==> config.mk <==
export PLATFORM = sky130hd
export DESIGN_NAME = acc_dma_responder_flat
export DESIGN_NICKNAME = d
export VERILOG_FILES = /design/src/rtl/acc_dma_responder_pkg.sv /design/src/rtl/acc_dma_responder_if.sv /design/src/rtl/acc_dma_responder_fifo.sv /design/src/rtl/acc_dma_responder.sv /design/src/flat_wrapper.sv
export SDC_FILE = /design/constraint.sdc
export NUM_CORES = 1
export LEC_CHECK = 0
export BUFFER_PORTS_ARGS = -buffer_cell sky130_fd_sc_hd__buf_2
export CAP_MARGIN = 10
export CORE_MARGIN = 2
export CORE_UTILIZATION = 50
export DETAILED_ROUTE_END_ITERATION = 16
export PLACE_DENSITY = 0.65
export SYNTH_ARGS = -nofsm -noshare
export SYNTH_HDL_FRONTEND = slang
export SYNTH_SLANG_ARGS = --single-unit
==> constraint.sdc <==
create_clock -name clk -period 8.6 [get_ports clk]
set_input_delay 1.72 -clock clk [delete_from_list [all_inputs] [get_ports clk]]
set_output_delay 1.72 -clock clk [all_outputs]
set_load 0.01 [all_outputs]
==> src/rtl/acc_dma_responder_pkg.sv <==
// Shared definitions for the accelerator DMA responder.
// Holds the register offsets inside the 16-byte window and the frame FSM
// state encoding. It also holds a helper that packs the STATUS register.
package acc_dma_responder_pkg;

    // Word offsets (acc_addr[3:2]) inside the register window
    localparam logic [1:0] OFS_DATA   = 2'd0;
    localparam logic [1:0] OFS_LEN    = 2'd1;
    localparam logic [1:0] OFS_STATUS = 2'd2;
    localparam logic [1:0] OFS_RCV    = 2'd3;

    typedef enum logic [1:0] {
        ST_IDLE  = 2'd0,
        ST_RECV  = 2'd1,
        ST_DRAIN = 2'd2
    } acc_state_e;

    // STATUS layout: {err, state[1:0], full, empty, 11'b0, fifo_count[15:0]}
    function automatic logic [31:0] pack_status(input logic        err,
                                                input acc_state_e  st,
                                                input logic        full,
                                                input logic        empty,
                                                input logic [15:0] count);
        return {err, st, full, empty, 11'b0, count};
    endfunction

endpackage

==> src/rtl/acc_dma_responder_if.sv <==
// Bus bundle for the accelerator responder.
// It carries the DMA-facing acc_* register and data port and the outbound
// valid/ready word stream toward the compute core.
//   slave  : the responder (acc_dma_responder)
//   master : the DMA engine and the stream consumer, seen together
interface acc_dma_responder_if #(
    parameter int DATA_W = 32
);
    logic [31:0]       acc_addr;
    logic              acc_write;
    logic              acc_read;
    logic [DATA_W-1:0] acc_data_in;
    logic              acc_ready;
    logic [DATA_W-1:0] acc_data_out;
    logic              acc_rvalid;
    logic              out_valid;
    logic              out_ready;
    logic [DATA_W-1:0] out_data;
    logic              out_last;
    logic              frame_done;

    modport slave (
        input  acc_addr, acc_write, acc_read, acc_data_in, out_ready,
        output acc_ready, acc_data_out, acc_rvalid,
               out_valid, out_data, out_last, frame_done
    );

    modport master (
        output acc_addr, acc_write, acc_read, acc_data_in, out_ready,
        input  acc_ready, acc_data_out, acc_rvalid,
               out_valid, out_data, out_last, frame_done
    );
endinterface

==> src/rtl/acc_dma_responder_fifo.sv <==
// acc_sync_fifo: a single-clock FIFO with an asynchronous active-high reset.
// Ports:
//   push/wdata   write a word when not full (a push at full is dropped)
//   pop/rdata    rdata shows the head word; pop advances when not empty
//   full/empty   flags derived from the registered occupancy count
//   count        occupancy, 0..DEPTH
module acc_sync_fifo #(
    parameter int DATA_W = 32,
    parameter int DEPTH  = 16,
    localparam int AW    = $clog2(DEPTH),
    localparam int CW    = AW + 1
) (
    input  logic              clk,
    input  logic              reset,
    input  logic              push,
    input  logic [DATA_W-1:0] wdata,
    input  logic              pop,
    output logic [DATA_W-1:0] rdata,
    output logic              full,
    output logic              empty,
    output logic [CW-1:0]     count
);
    logic [DATA_W-1:0] mem_q [DEPTH];
    logic [AW-1:0]     wr_ptr_q, wr_ptr_d, rd_ptr_q, rd_ptr_d;
    logic [CW-1:0]     count_q, count_d;
    logic              do_push, do_pop;

    assign full  = (count_q == CW'(DEPTH));
    assign empty = (count_q == '0);
    assign count = count_q;
    assign rdata = mem_q[rd_ptr_q];

    always_comb begin
        do_push  = push && !full;
        do_pop   = pop && !empty;
        // DEPTH is a power of two, so pointer wrap is a natural overflow
        wr_ptr_d = do_push ? wr_ptr_q + AW'(1) : wr_ptr_q;
        rd_ptr_d = do_pop  ? rd_ptr_q + AW'(1) : rd_ptr_q;
        count_d  = count_q + CW'(do_push) - CW'(do_pop);
    end

    always_ff @(posedge clk or posedge reset) begin
        if (reset) begin
            wr_ptr_q <= '0;
            rd_ptr_q <= '0;
            count_q  <= '0;
        end else begin
            wr_ptr_q <= wr_ptr_d;
            rd_ptr_q <= rd_ptr_d;
            count_q  <= count_d;
        end
    end

    // Storage needs no reset; the pointers and count define what is valid
    always_ff @(posedge clk) begin
        if (do_push) begin
            mem_q[wr_ptr_q] <= wdata;
        end
    end
endmodule

==> src/rtl/acc_dma_responder.sv <==
// acc_dma_responder: accelerator-side responder on the DMA acc_* port.
// It decodes a 16-byte register window at BASE_ADDR and pushes DATA writes
// into a local FIFO. It frames the words toward the core as a valid/ready
// stream whose length is programmed through LEN. STATUS and RCV reads are
// answered one cycle after acc_read.
// Ports: clk, reset (async, active-high), bus (acc_dma_responder_if.slave).
//
// state | meaning
// IDLE  | no frame open; a non-zero LEN write opens one
// RECV  | accepting DATA beats until rcv reaches len
// DRAIN | all beats received; streaming out the rest, DATA writes dropped
module acc_dma_responder
    import acc_dma_responder_pkg::*;
#(
    parameter logic [31:0] BASE_ADDR = 32'h8000_0000,
    parameter int          DATA_W    = 32,
    parameter int          DEPTH     = 16,
    parameter int          LEN_W     = 16
) (
    input logic               clk,
    input logic               reset,
    acc_dma_responder_if.slave bus
);
    localparam int CW = $clog2(DEPTH) + 1;

    acc_state_e        state_q, state_d;
    logic [LEN_W-1:0]  len_q, len_d, rcv_q, rcv_d, sent_q, sent_d;
    logic              err_q, err_d;
    logic              frame_done_q, frame_done_d;
    logic              rvalid_q, rvalid_d;
    logic [DATA_W-1:0] rdata_q, rdata_d;

    logic              hit, wr_data, wr_len;
    logic [1:0]        offset;
    logic [LEN_W-1:0]  new_len;
    logic              push, pop, full, empty, last_word;
    logic [CW-1:0]     count;
    logic [DATA_W-1:0] fifo_rdata;

    // The byte lane bits are not part of the decode
    logic unused_addr_bits;
    assign unused_addr_bits = ^bus.acc_addr[1:0];

    acc_sync_fifo #(.DATA_W(DATA_W), .DEPTH(DEPTH)) u_fifo (
        .clk   (clk),
        .reset (reset),
        .push  (push),
        .wdata (bus.acc_data_in),
        .pop   (pop),
        .rdata (fifo_rdata),
        .full  (full),
        .empty (empty),
        .count (count)
    );

    always_comb begin
        hit       = (bus.acc_addr[31:4] == BASE_ADDR[31:4]);
        offset    = bus.acc_addr[3:2];
        wr_data   = hit && bus.acc_write && (offset == OFS_DATA);
        wr_len    = hit && bus.acc_write && (offset == OFS_LEN);
        new_len   = bus.acc_data_in[LEN_W-1:0];
        push      = wr_data && (state_q == ST_RECV) && !full;
        pop       = !empty && bus.out_ready;
        last_word = !empty && (sent_q == len_q - LEN_W'(1));

        state_d      = state_q;
        len_d        = len_q;
        rcv_d        = rcv_q;
        sent_d       = sent_q;
        err_d        = err_q;
        frame_done_d = 1'b0;

        if (pop) begin
            sent_d = sent_q + LEN_W'(1);
        end

        unique case (state_q)
            ST_IDLE: begin
                if (wr_data) begin
                    err_d = 1'b1;
                end
                if (wr_len && (new_len != '0)) begin
                    state_d = ST_RECV;
                    len_d   = new_len;
                    rcv_d   = '0;
                    sent_d  = '0;
                    err_d   = 1'b0;
                end
            end
            ST_RECV: begin
                if (wr_len) begin
                    err_d = 1'b1;
                end
                if (push) begin
                    rcv_d = rcv_q + LEN_W'(1);
                    if (rcv_d == len_q) begin
                        state_d = ST_DRAIN;
                    end
                end
            end
            ST_DRAIN: begin
                if (wr_data || wr_len) begin
                    err_d = 1'b1;
                end
                // The final push always lands before DRAIN, so the last word
                // can only leave the FIFO here
                if (pop && last_word) begin
                    state_d      = ST_IDLE;
                    frame_done_d = 1'b1;
                end
            end
            default: state_d = ST_IDLE;
        endcase

        // Reads use the pre-write state, so a same-cycle write is not visible
        rvalid_d = bus.acc_read;
        rdata_d  = '0;
        if (hit && bus.acc_read) begin
            case (offset)
                OFS_STATUS: rdata_d = DATA_W'(pack_status(err_q, state_q, full, empty, 16'(count)));
                OFS_RCV:    rdata_d = DATA_W'(rcv_q);
                default:    rdata_d = '0;
            endcase
        end
    end

    always_ff @(posedge clk or posedge reset) begin
        if (reset) begin
            state_q      <= ST_IDLE;
            len_q        <= '0;
            rcv_q        <= '0;
            sent_q       <= '0;
            err_q        <= 1'b0;
            frame_done_q <= 1'b0;
            rvalid_q     <= 1'b0;
            rdata_q      <= '0;
        end else begin
            state_q      <= state_d;
            len_q        <= len_d;
            rcv_q        <= rcv_d;
            sent_q       <= sent_d;
            err_q        <= err_d;
            frame_done_q <= frame_done_d;
            rvalid_q     <= rvalid_d;
            rdata_q      <= rdata_d;
        end
    end

    assign bus.acc_ready    = !full;
    assign bus.acc_data_out = rdata_q;
    assign bus.acc_rvalid   = rvalid_q;
    assign bus.out_valid    = !empty;
    assign bus.out_data     = fifo_rdata;
    assign bus.out_last     = last_word;
    assign bus.frame_done   = frame_done_q;
endmodule

==> src/flat_wrapper.sv <==
// flat-port wrapper written by rule: the top's interface ports become plain ports
module acc_dma_responder_flat import acc_dma_responder_pkg::*;
#(
    parameter logic [31:0] BASE_ADDR = 32'h8000_0000,
    parameter int          DATA_W    = 32,
    parameter int          DEPTH     = 16,
    parameter int          LEN_W     = 16
)
  (clk, reset, bus_acc_addr, bus_acc_write, bus_acc_read, bus_acc_data_in, bus_out_ready, bus_acc_ready, bus_acc_data_out, bus_acc_rvalid, bus_out_valid, bus_out_data, bus_out_last, bus_frame_done);
  acc_dma_responder_if #(.DATA_W(DATA_W)) bus_i ();
  input logic clk;
  input logic reset;
  input wire logic [$bits(bus_i.acc_addr)-1:0] bus_acc_addr;
  input wire logic [$bits(bus_i.acc_write)-1:0] bus_acc_write;
  input wire logic [$bits(bus_i.acc_read)-1:0] bus_acc_read;
  input wire logic [$bits(bus_i.acc_data_in)-1:0] bus_acc_data_in;
  input wire logic [$bits(bus_i.out_ready)-1:0] bus_out_ready;
  output wire logic [$bits(bus_i.acc_ready)-1:0] bus_acc_ready;
  output wire logic [$bits(bus_i.acc_data_out)-1:0] bus_acc_data_out;
  output wire logic [$bits(bus_i.acc_rvalid)-1:0] bus_acc_rvalid;
  output wire logic [$bits(bus_i.out_valid)-1:0] bus_out_valid;
  output wire logic [$bits(bus_i.out_data)-1:0] bus_out_data;
  output wire logic [$bits(bus_i.out_last)-1:0] bus_out_last;
  output wire logic [$bits(bus_i.frame_done)-1:0] bus_frame_done;
  assign bus_i.acc_addr = bus_acc_addr;
  assign bus_i.acc_write = bus_acc_write;
  assign bus_i.acc_read = bus_acc_read;
  assign bus_i.acc_data_in = bus_acc_data_in;
  assign bus_i.out_ready = bus_out_ready;
  assign bus_acc_ready = bus_i.acc_ready;
  assign bus_acc_data_out = bus_i.acc_data_out;
  assign bus_acc_rvalid = bus_i.acc_rvalid;
  assign bus_out_valid = bus_i.out_valid;
  assign bus_out_data = bus_i.out_data;
  assign bus_out_last = bus_i.out_last;
  assign bus_frame_done = bus_i.frame_done;
  acc_dma_responder #(.BASE_ADDR(BASE_ADDR), .DATA_W(DATA_W), .DEPTH(DEPTH), .LEN_W(LEN_W)) u_core (.clk(clk), .reset(reset), .bus(bus_i));
endmodule
# ---- Word-level counts from Yosys, hierarchy flattened
# Memory sizes are Yosys's and may differ from the RTL's.
# Index checks and enable logic that the tools add are counted.
dict set report totals {
  ramBits 512
  input_bits 69
  elab_cells 82
  regBits 98
  n_memories 1
  romBits 0
  latchBits 0
}
dict set report classes {
  n_eq_ne 16
  muxes 22
  mul 0
  n_div 0
  shift 0
  bitwise 0
  reduce_logical 25
  add_sub_neg 7
  n_lt_le_gt_ge 0
}
# memory depth word_bits rd rd_clocked_by_memory_dff wr line
set mem_list {}
lappend mem_list {u_core.u_fifo.mem_q 16 32 1 0 1 acc_dma_responder_fifo.sv:23} ;# logic [DATA_W-1:0] mem_q [DEPTH];
# cell n
set ops {}
lappend ops {{16-bit two-way mux} 5}
lappend ops {{32-bit case mux with 2 select lines} 1}
lappend ops {{16-bit by 1-bit adder with 16-bit output, second input constant} 2}
lappend ops {{16-bit == test} 2}
lappend ops {{32-bit two-way mux} 1}
lappend ops {{16-bit case mux with 2 select lines} 1}
lappend ops {{28-bit == test, second input constant} 1}
lappend ops {{16-bit nonzero test} 1}
lappend ops {{16-bit by 1-bit subtractor with 16-bit output, second input constant} 1}
lappend ops {{1-bit logical AND} 12}
lappend ops {{4-bit by 1-bit adder with 4-bit output, second input constant} 2}
lappend ops {{1-bit two-way mux} 8}
lappend ops {{2-bit two-way mux} 4}
lappend ops {{2-bit by 1-bit inequality test with 1-bit output, second input constant} 4}
lappend ops {{4-bit AND reduction} 2}
lappend ops {{2-bit == test, second input constant} 3}
lappend ops {{2-bit case mux with 3 select lines} 1}
lappend ops {{5-bit by 1-bit adder with 5-bit output} 1}
lappend ops {{5-bit == test, second input constant} 1}
lappend ops {{5-bit zero test} 1}
lappend ops {{5-bit by 1-bit subtractor with 5-bit output} 1}
lappend ops {{2-bit by 1-bit == test with 1-bit output, second input constant} 2}
lappend ops {{2-bit zero test} 2}
lappend ops {{2-bit inequality test, second input constant} 2}
lappend ops {{other kinds (8)} 9}

# ---- Logic depth before layout (Yosys ltp)
dict set report depth {
  word_depth 8
  depth_mapped 16
  ltp_nobuf 15
}

# ---- Hierarchy
# Synthesis repeated with hierarchy kept, for this count alone.
dict set report hier_totals {
  hier_cells 1500
  hier_area_um2 25045.3
}
# mod instances cells_each area_per_inst_um2
set modules_own_cells {}
lappend modules_own_cells {acc_sync_fifo 1 1007 20434.6}
lappend modules_own_cells {acc_dma_responder 1 493 4610.7}

# ---- Worst setup path before layout
# OpenSTA, ideal clock, no wires.
dict set report synth_timing {
  path_kind {in2reg}
  start {input bus_acc_addr[13]}
  end {memory u_core.u_fifo.mem_q[0][0] (enable)}
  slack_ns 2.436
  stages 5
  arrival_time_ns 5.661
  setup_ns 0.503
  cell_sequence {nor4b_1 -> nand4_1 -> nor2_1 -> nand4_1 -> nor4_1}
}
dict set report synth_between {
  elab_chain_cells 8
}
# element line
set synth_rtl {}
lappend synth_rtl {{from (decl)} flat_wrapper.sv:13} ;# input wire logic [$bits(bus_i.acc_addr)-1:0] bus_acc_addr;
lappend synth_rtl {{28-bit == test} acc_dma_responder.sv:57} ;# hit = (bus.acc_addr[31:4] == BASE_ADDR[31:4]);
lappend synth_rtl {{1-bit logical AND (2 in a row)} acc_dma_responder.sv:59} ;# wr_data = hit && bus.acc_write && (offset == OFS_DATA);
lappend synth_rtl {{1-bit logical AND (2 in a row)} acc_dma_responder.sv:62} ;# push = wr_data && (state_q == ST_RECV) && !full;
lappend synth_rtl {{1-bit logical AND} acc_dma_responder_fifo.sv:34} ;# do_push = push && !full;
lappend synth_rtl {{1-bit two-way mux} acc_dma_responder_fifo.sv:56} ;# if (do_push) begin
lappend synth_rtl {{1-bit two-way mux (implied by the code)} acc_dma_responder_fifo.sv:57} ;# mem_q[wr_ptr_q] <= wdata;
lappend synth_rtl {{to (decl)} acc_dma_responder_fifo.sv:23}
# Every way passes these cells.

# ---- Worst setup path in the final report
dict set report layout_timing {
  start {register u_core.u_fifo.rd_ptr_q[1]}
  end {output bus_out_data[4]}
}
dict set report layout_between {
  elab_chain_cells 1
}
# element line
set layout_rtl {}
lappend layout_rtl {{from (decl)} acc_dma_responder_fifo.sv:24} ;# logic [AW-1:0] wr_ptr_q, wr_ptr_d, rd_ptr_q, rd_ptr_d;
lappend layout_rtl {{from (signal assigned)} acc_dma_responder_fifo.sv:49} ;# rd_ptr_q <= rd_ptr_d;
lappend layout_rtl {{memory 16 x 32 bit} --}
lappend layout_rtl {{to (decl)} flat_wrapper.sv:22} ;# output wire logic [$bits(bus_i.out_data)-1:0] bus_out_data;
# Every way passes these cells.

==> results.md <==
* DP Worst Slack at roughly 3.5 ns
* Slew Limit Fails at 0
* Vias in the first global route at 12800
* Met1 Usage GRT at around 30%
* Hold path depth at 1
* Peak VDD IR at 0.144 mV
* DRC at 0
* Crit path kind: reg2out
* Unrepaired setup endpoints after global routing: no
* Initial Util at between 50% and 60%
* Final hold vios at 0
* Cells after Synth at between 1000 and 1500
* Global Route met3 Usage at 2.99%
* Largest net degree at the start of global routing at 88
* Setup TNS at 0 ns
* # fillers at 3679
* Iter 0 DRT Violations at roughly 1200
* Synthesized flop and latch total at 599
* Most used cell, CP: mux4_2
* Longest Clk Path Bufs at 3
* First-pass GRT wire length at 79.1 mm
* FF-to-FF End: u_core.u_fifo.mem_q[11][11]$_DFFE_PP_
* Skew final at 0.0187 ns
* Synth unique cells at just over 60
* H-tree depth at 2
* Critical Path End Type: output port
* FFs w/ async S/R, synth at 14.5%
* Arrival @ worst endpoint at 3.83 ns
* All-Layer GR Usage at 21.2%
* DRT antenna net count at 0
* Setup violators final at 0
* Met2 usage at 35.4%
* Detail-routed via count per cell at between 5 and 6
* Leakage at 9.44 nW
* # nets final at 1528
* Core Area at about 49000 sq um
* 1st-pass router iterations at 5
* Register area at 17600 sq um
* Worst Path Required at between 6 and 7 ns
* Worst path max stage delay at between 1 and 1.5 ns
* CP max stage cell: dfrtp_4
* Layout area overhead at 13.0%
* Crit-path cells: buf_4 -> mux4_2 -> mux4_2 -> buf_2
* Layout cells sized above 1 at 28.8%
* Comb pwr share at about 22%
* Setup crit start kind: flip-flop
* Final GP Congestion at approximately 0.87
* Post-synthesis sequential area ratio at 71.5%
* Global route overflow at 0
* I/O Pins at 138
* HPWL after DPL at roughly 28 mm
* Mapped cell area at 24500 sq um
* Most crowded layer after global routing: met2
* Yosys warnings at 0
* Main synth FF type: edfxtp_1
* Area taken by multi-input logic gates at 6640 sq um
* PwrDens at 268 nW/um^2
* Clock group share of total power at 32.3%
* Sum of buffers and inverters on the critical path at 2
* Mean routed wirelength per cell at between 20 and 25 um
* Clock sink count at 599
* Post-CTS Hold Fix Bufs at 0
* I/O Buffers at 124
* Number of synthesized flops with an enable pin at 512
* Resize count post-CTS at 0
* Root Driver: clkbuf_16
* Ant diodes at 0
* Clock transition at path regs at 0.06 ns
* Worst-margin pin slew at 1.11 ns
* CTS tree: done
* Via Count at 12500
* Outcome: complete, no violations
* Internal power at 5.45 mW
* Switching share of power at between 20% and 30%
* DIE WIDTH at 226 um
* Switching power at around 2.0 mW
* Fin worst setup slack at 3.05 ns
* RR Startpoint: u_core.u_fifo.count[2]$_DFF_PP0_
* Post-CTS Setup Repair Bufs at 0
* Total CTS buffers at 60
* Tcrit/Tclk final at between 60% and 70%
* Final wirelength at roughly 52 mm
* Min Clock Period, post-route at 5.55 ns
* Hold EP: u_core.err_q$_DFFE_PP0P_
* DIE AREA at 50900 sq um
* R2r worst-path depth at 8
* Sequential power share at between 40 and 50%
* Initial antenna violation count at 0
* CP delay by family, top: flip-flops
* DIE HEIGHT at about 230 um
* Maxcap violations at 0
* Synthesized area per cell at approximately 19 sq um
* Crit Path Max Fanout at 69
* Hold Path Origin: u_core.err_q$_DFFE_PP0P_
* Max Freq at 180 MHz
* Clk_lat worst skew at 0.62 ns
* Worst hold-check path type: reg2reg
* Rel. slew slack at around 26%
* Rows at 81
* Flop2flop setup slack at 5.16 ns
==> flip-flops by register name, indices dropped and copies added (netlist names) <==
signal,cells
u_core.bus.acc_data_out,21
u_core.bus.acc_rvalid,1
u_core.bus.frame_done,1
u_core.err_q,1
u_core.len_q,16
u_core.rcv_q,16
u_core.sent_q,16
u_core.state_q,2
u_core.u_fifo.count,5
u_core.u_fifo.mem_q,512
u_core.u_fifo.rd_ptr_q,4
u_core.u_fifo.wr_ptr_q,4
==> power groups by stage <==
stage | combinational, mW | clock (mW) | sequential (mW)
CTS | 1.67 | 2.46 | 3.41
finish | 1.63 | 2.40 | 3.40
global placement | 1.65 | 0 | 3.47
global route | 1.75 | 2.56 | 3.42
detailed placement | 1.66 | 0 | 3.47
floorplan | 1.35 | 0 | 3.28
==> per-stage QoR <==
stage / power (mW) / area (sq um) / utilization (%) / cells / hold WS [ns]
global route: 7.74 / 27700 / 56.9 / 2152 / 0.538
detailed placement: 5.13 / 25900 / 53.2 / 2041 / 0.497
floorplan: 4.63 / 24600 / - / 1311 / 0.472
CTS: 7.54 / 27700 / 56.9 / 2152 / 0.511
global placement: 5.13 / 25900 / 53.2 / 2041 / 0.504
finish: 7.43 / 27700 / 56.9 / 2152 / 0.507
==> layout make-up <==
class                           instances  area share, %
Inverter                               27          0.374
Multi-Input combinational cell        605           23.9
Sequential cell                       599           63.3
Clock inverter                         32          0.663
Tap cell                              664           3.00
Clock buffer                           79           5.82
Timing Repair Buffer                  146           2.88
==> worst max path at each step <==
stage,from,endpoint,slack [ns],cells past startpoint
after CTS,u_core.u_fifo.rd_ptr_q[1]$_DFFE_PP0P_,bus_out_data[4],3.00,4
after global placement,bus_acc_addr[13],u_core.u_fifo.mem_q[11][16]$_DFFE_PP_,3.61,9
after global routing,u_core.u_fifo.rd_ptr_q[1]$_DFFE_PP0P_,bus_out_data[4],2.93,4
after floorplan,bus_acc_addr[13],u_core.u_fifo.mem_q[0][0]$_DFFE_PP_,2.44,5
final,u_core.u_fifo.rd_ptr_q[1]$_DFFE_PP0P_,bus_out_data[4],3.05,4
after detailed placement,bus_acc_addr[13],u_core.u_fifo.mem_q[11][16]$_DFFE_PP_,3.54,9
==> cell usage after synthesis, drive strengths merged, types with 8 or more instances <==
master	n	area, sq um
buf	34	186
nand4	19	119
o21ai	41	205
clkbuf	46	173
inv	27	101
and2	21	131
and3	9	56.3
ha	19	238
a31oi	8	50.1
xor2	24	210
edfxtp	512	15400
nor4	21	168
nand2b	9	56.3
nand3	16	80.1
nand2	39	146
o31ai	9	67.6
mux4	160	3600
nor3	16	80.1
mux2	17	195
dfrtp	87	2180
xnor2	39	342
a21oi	18	90.1
nor2	54	203
==> layout by cell type, fill, tap and decap left out, drive strengths merged, types with 8 or more instances in the layout <==
cell / netlist / final
a31oi: 8 / 8
nand2: 39 / 39
and2: 21 / 21
xnor2: 39 / 39
edfxtp: 512 / 512
nand4: 19 / 19
nand3: 16 / 16
clkinv: 0 / 27
dfrtp: 87 / 87
nor4: 21 / 21
mux4: 160 / 160
buf: 34 / 146
xor2: 24 / 24
nor2: 54 / 54
clkbuf: 46 / 79
nand2b: 9 / 9
o21ai: 41 / 41
nor3: 16 / 16
o31ai: 9 / 9
a21oi: 18 / 18
mux2: 17 / 17
inv: 27 / 30
conb: 1 / 11
and3: 9 / 9
ha: 19 / 19
==> kinds of logic (layout without fill, tap and decap cells) <==
group,Yosys count,in the layout,share of synthesized area [%]
fa+ha+maj,20,20,1.05
flops,599,599,71.5
mux,183,183,15.7
compound gates,98,98,2.48
simple gates,230,230,5.10
xor+xnor,63,63,2.25
buf+inv,107,284,1.88
other cells,1,11,0.0153
==> worst reg2reg max path: cells and delay by family, from the launching register on <==
kind | cells | cell delay [ns]
DFF | 1 | 0.42
adders and majority gates | 1 | 0.23
AOI/OAI and AO/OA | 1 | 0.29
and+or+nand+nor | 4 | 1.53
buffers and inverters | 2 | 0.60
==> routing by layer <==
metal,part of all wire (%),vias up
li1,-,5473
met1,44,6607
met2,50,336
met3,4.7,74
met4,1.9,0
met5,0,-
Note: power is estimated with default switching activity, not from simulation.
